File: config.mk
export PLATFORM = sky130hd
export DESIGN_NAME = sdram_arbit
export DESIGN_NICKNAME = d
export VERILOG_FILES = /design/src/rtl/sdram_arbit.sv
export SDC_FILE = /design/constraint.sdc
export NUM_CORES = 1
export LEC_CHECK = 0
export ABC_AREA = 1
export CORE_UTILIZATION = 38
export CTS_CLUSTER_SIZE = 12
export DETAILED_ROUTE_END_ITERATION = 10
export PLACE_DENSITY = 0.9
export RECOVER_POWER = 25
export SLEW_MARGIN = 20
export SYNTH_ARGS = -nofsm -noshare
export SYNTH_HDL_FRONTEND = slang
export SYNTH_SLANG_ARGS = --single-unit
File: constraint.sdc
create_clock -name sysclk_100M -period 3 [get_ports sysclk_100M]
set_input_delay 0.6 -clock sysclk_100M [delete_from_list [all_inputs] [get_ports sysclk_100M]]
set_output_delay 0.6 -clock sysclk_100M [all_outputs]
set_load 0.05 [all_outputs]
File: src/rtl/sdram_arbit.sv
// SDRAM command bus arbiter. It hands the SDRAM cmd/addr/bank pins to one
// master at a time: the init sequencer, auto-refresh, write or read. Refresh
// wins over write and read, and write and read alternate when both are
// pending. A watchdog reclaims a grant that is never released.
//
// state | meaning
// INIT  | power-up, init sequencer drives the bus
// ARBIT | idle, bus at NOP, picks the next master
// AREF  | refresh module granted
// WRITE | write module granted
// READ  | read module granted
module sdram_arbit #(
  parameter int unsigned TIMEOUT = 1023
) (
  input  logic        sysclk_100M,
  input  logic        rst,
  input  logic [3:0]  init_cmd,
  input  logic [12:0] init_addr,
  input  logic [1:0]  init_bank,
  input  logic        init_end,
  input  logic        refresh_req,
  input  logic        refresh_end,
  input  logic [3:0]  refresh_cmd,
  input  logic [12:0] refresh_addr,
  input  logic [1:0]  refresh_bank,
  input  logic        write_req,
  input  logic        write_end,
  input  logic [3:0]  write_cmd,
  input  logic [12:0] write_addr,
  input  logic [1:0]  write_bank,
  input  logic        read_req,
  input  logic        read_end,
  input  logic [3:0]  read_cmd,
  input  logic [12:0] read_addr,
  input  logic [1:0]  read_bank,
  output logic        refresh_ack,
  output logic        write_ack,
  output logic        read_ack,
  output logic [3:0]  sdram_cmd,
  output logic [12:0] sdram_addr,
  output logic [1:0]  sdram_bank,
  output logic        timeout_err
);

  localparam logic [3:0] CMD_NOP = 4'b0111;
  // The grant is released at the edge where the counter would reach TIMEOUT.
  localparam logic [9:0] WD_LAST = 10'(TIMEOUT - 1);

  typedef enum logic [2:0] {INIT, ARBIT, AREF, WRITE, READ} state_t;

  state_t     state, state_nxt;
  logic [9:0] wd_cnt;
  logic       last_rw;
  logic       wd_expire;
  logic       granted;

  assign granted = (state == AREF) || (state == WRITE) || (state == READ);

  // Next-state decode: priority pick in ARBIT, end pulse or watchdog release otherwise.
  always_comb begin
    state_nxt = state;
    wd_expire = 1'b0;
    case (state)
      INIT: begin
        if (init_end) state_nxt = ARBIT;
      end
      ARBIT: begin
        if (refresh_req)                state_nxt = AREF;
        else if (write_req && read_req) state_nxt = last_rw ? READ : WRITE;
        else if (write_req)             state_nxt = WRITE;
        else if (read_req)              state_nxt = READ;
      end
      AREF: begin
        if (refresh_end) state_nxt = ARBIT;
        else if (wd_cnt == WD_LAST) begin
          state_nxt = ARBIT;
          wd_expire = 1'b1;
        end
      end
      WRITE: begin
        if (write_end) state_nxt = ARBIT;
        else if (wd_cnt == WD_LAST) begin
          state_nxt = ARBIT;
          wd_expire = 1'b1;
        end
      end
      READ: begin
        if (read_end) state_nxt = ARBIT;
        else if (wd_cnt == WD_LAST) begin
          state_nxt = ARBIT;
          wd_expire = 1'b1;
        end
      end
      default: state_nxt = INIT;
    endcase
  end

  // State, watchdog, write/read fairness flag and timeout pulse registers.
  always_ff @(posedge sysclk_100M or posedge rst) begin
    if (rst) begin
      state       <= INIT;
      wd_cnt      <= '0;
      last_rw     <= 1'b0;
      timeout_err <= 1'b0;
    end else begin
      state       <= state_nxt;
      timeout_err <= wd_expire;
      // Held at zero outside a grant, so every grant starts from a clean count.
      wd_cnt      <= granted ? wd_cnt + 10'd1 : '0;
      if (state == ARBIT && state_nxt == WRITE) last_rw <= 1'b1;
      if (state == ARBIT && state_nxt == READ)  last_rw <= 1'b0;
    end
  end

  // Bus mux and acks decoded from the registered state; reset forces NOP.
  always_comb begin
    sdram_cmd   = CMD_NOP;
    sdram_addr  = '0;
    sdram_bank  = '0;
    refresh_ack = 1'b0;
    write_ack   = 1'b0;
    read_ack    = 1'b0;
    case (state)
      INIT: begin
        sdram_cmd  = init_cmd;
        sdram_addr = init_addr;
        sdram_bank = init_bank;
      end
      AREF: begin
        sdram_cmd   = refresh_cmd;
        sdram_addr  = refresh_addr;
        sdram_bank  = refresh_bank;
        refresh_ack = 1'b1;
      end
      WRITE: begin
        sdram_cmd  = write_cmd;
        sdram_addr = write_addr;
        sdram_bank = write_bank;
        write_ack  = 1'b1;
      end
      READ: begin
        sdram_cmd  = read_cmd;
        sdram_addr = read_addr;
        sdram_bank = read_bank;
        read_ack   = 1'b1;
      end
      default: ;
    endcase
    if (rst) begin
      sdram_cmd   = CMD_NOP;
      sdram_addr  = '0;
      sdram_bank  = '0;
      refresh_ack = 1'b0;
      write_ack   = 1'b0;
      read_ack    = 1'b0;
    end
  end

endmodule

==> results.toml <==
[status]
status = "completed"

[setup_path]
crit_path_end_kind = "primary output"
slowest_stage = "inv_1"
path_cells = "nor2_4 > nand2_2 > inv_1 > nand2_1 > a31oi_1 > buf_12"
path_delay_family = "buffers and inverters"
reg2reg_slack_ns = 1.18
reg2reg_to = "state[1]"
worst_ep_required_time_ns = 2.40
crit_buf_inv = 2
cpPeakStageDelay_ns = 0.49
cp_max_fo = 20
arrival_ns = 2.17
ff2ff_path_depth = 8
worstSetupPathType = "reg -> out"
timing.rr.start = "state[1]"
critPathLaunchType = "register"

[placed_design]
io_buffer_count = 107
post-place-ws_ns = 0.3990
gp_congestion = 0.8735
dp.final_hpwl_um = 4642
placed_cells = 412

[route]
first_iter_violations = 78
firstDrtPassIters = 4
wl_um = 5755
remaining_drc_errors = 0
postRouteAntennaNets = 0
drt-vias-per-instance = 5.106
wire_per_inst_um = 13.83
vias = 2124

[yosys]
synth_cell_types = 22
synth_top_cell_by_area = "dfrtp_1"
synth.yosys.warnings = 0
synth_area_um2 = 1491
yosys.area_share.simple = 0.4614
synthMuxAreaShare = 0
synth.top_cell.area_share = 0.2517
synth_nets = 348
syn_inst = 261
postSynthAreaPerCell_um2 = 5.714
seq_area_frac_synth = 0.2517
synth_xor_xnor_area_share = 0
synth-adder-area-share = 0.01678
synthTopCellsByArea = "dfrtp_1, nand2_1, nand3_1"
ys_seq_elements = 15
synth_top_family_by_area = "simple AND/OR/NAND/NOR gates"
synth_compound_area_frac = 0.1384

[cts]
clock_path_buffers = 2
h-tree-depth = 1
cts-root-buf = "clkbuf_8"
cts_tree = "done"
clk_pin_slew_ns = 0.06
cts_buffers = 3
worstSkewPairLatency_ns = 0.24
cts_hold_buf = 0
cts_sinks = 15
cts_setup_buffers = 0
cts_resized = 0

[sta]
layout_min_cycle_time_ns = 2.767
tns_ns = 0
fmax_mhz = 361.4
finalMaxSlewViolations = 0
layout_setup_ws_ns = 0.2333
hold_violations = 0
timing.final.crit_share = 0.9222
slew_headroom = 0.4304
finClkSkew_ns = 0.001325
worst_pin_slew_ns = 0.8543
finalSetupViolations = 0
rsz0062_at_grt = "no"

[min_path]
hold_end = "last_rw"
min_path_cells = 2
holdCritStartpoint = "last_rw"
hp-class = "reg -> reg"

[pwr]
p_leak_uw = 0.001209
power_uw = 1795
ir_drop_uv = 421.4
power_density_nw_per_um2 = 641.6

[final_layout]
final_cells = 416
seq_area_um2 = 375.4
final_nets = 456
multi_input_comb_area_um2 = 919.6
post_route_cells_drive_above_1_share = 0.1060
post-route-util = 0.7529
syn_to_final_growth_pct = 87.58
fillers = 279
antennaDiodeCount = 0

[floorplan]
initial_core_util = 0.4013
design.die.area_um2 = 4180
die_x_um = 64.65
die_h_um = 64.65
io_pins = 108
core_area_um2 = 3716
rows = 22

[grt]
grt_pass1_wl_um = 8983
grt.total_usage = 0.2749
first_global_vias = 1896
overflow = 0
grt_max_degree = 22
grt_antenna_before_repair = 0

[job]
drv_cap = 0
## cells by family after synthesis
logic type      Yosys count
buf+inv                  47
flops                    15
simple gates            163
fa+ha+maj                 2
compound gates           34
## registers in the layout, summed over array words and instances, names as in the netlist
signal       flops
timeout_err      1
last_rw          1
wd_cnt          10
state            3
## cell type report
type,count,area share
multi-input combinational,199,0.3287
sequential,15,0.1342
timing repair buffer,112,0.4486
clock buffer,4,0.01610
inverter,38,0.05098
tap,48,0.02147
## report_power, final
| part | total (µW) | internal [µW] | switching (µW) |
|---|---|---|---|
| clock | 159 | 93.9 | 65.4 |
| sequential | 280 | 235 | 45.0 |
| combinational | 1360 | 534 | 822 |
## Yosys cell counts (all sizes together)
cell type and instances:
a21oi 8, a31oi 18, buf 7, clkbuf 2, dfrtp 15, ha 2, inv 38, nand2 102
nand3 29, nand4 4, nor2 22, nor3 4, o211ai 1, o21ai 6, o21bai 1, or2 2
## per-stage QoR
stage          hold slack [ns]  area [µm²]
6_report                0.5005        2798
5_1_grt                 0.5206        2798
4_1_cts                 0.4982        2801
3_5_place_dp            0.4831        2756
3_3_place_gp            0.4660        2756
2_1_floorplan           0.4489        1491
## tightest hold or removal path, cell delays in order, from the launching register on
cell and delay [ns]:
dfrtp_1 0.34, nand2_1 0.06, nand2_1 0.06
## metal layers
layer  global-route usage  share of wire  vias up
met1               0.3416           0.41      972
met4              0.04167          0.010        0
met3              0.05810          0.077        6
li1                     -              -     1052
met5                    0              0        -
met2               0.4921           0.50       94
## layout by cell type, fill, tap and decap left out
cell             synthesis  layout
a21oi_1                  8       8
a31oi_1                 18      18
buf_12                   0      16
buf_4                    2       8
clkbuf_1                 2       2
clkbuf_8                 0       3
clkdlybuf4s50_1          0      86
dfrtp_1                 15      15
dlygate4sd3_1            0       1
ha_1                     2       2
inv_1                   34      34
inv_2                    4       4
nand2_1                100     100
nand2_2                  2       2
nand3_1                 29      29
nand4_1                  4       4
nor2_1                  20      20
nor2_4                   2       2
nor3_1                   4       4
o211ai_2                 1       1
o21ai_0                  5       5
o21ai_2                  1       1
o21bai_1                 1       1
or2_2                    2       2
## worst max path at each step
| stage | start | end | slack [ns] | cells after the start |
|---|---|---|---|---|
| detailed placement | rst | refresh_ack | 0.40 | 3 |
| CTS | state[1] | sdram_addr[4] | 0.25 | 6 |
| global route | state[1] | sdram_addr[4] | 0.06 | 6 |
| floorplan | rst | sdram_addr[10] | 0.21 | 4 |
| finish | state[1] | sdram_addr[8] | 0.23 | 6 |
| global placement | rst | write_ack | 0.43 | 3 |
Power figures use the tool's default switching activity.
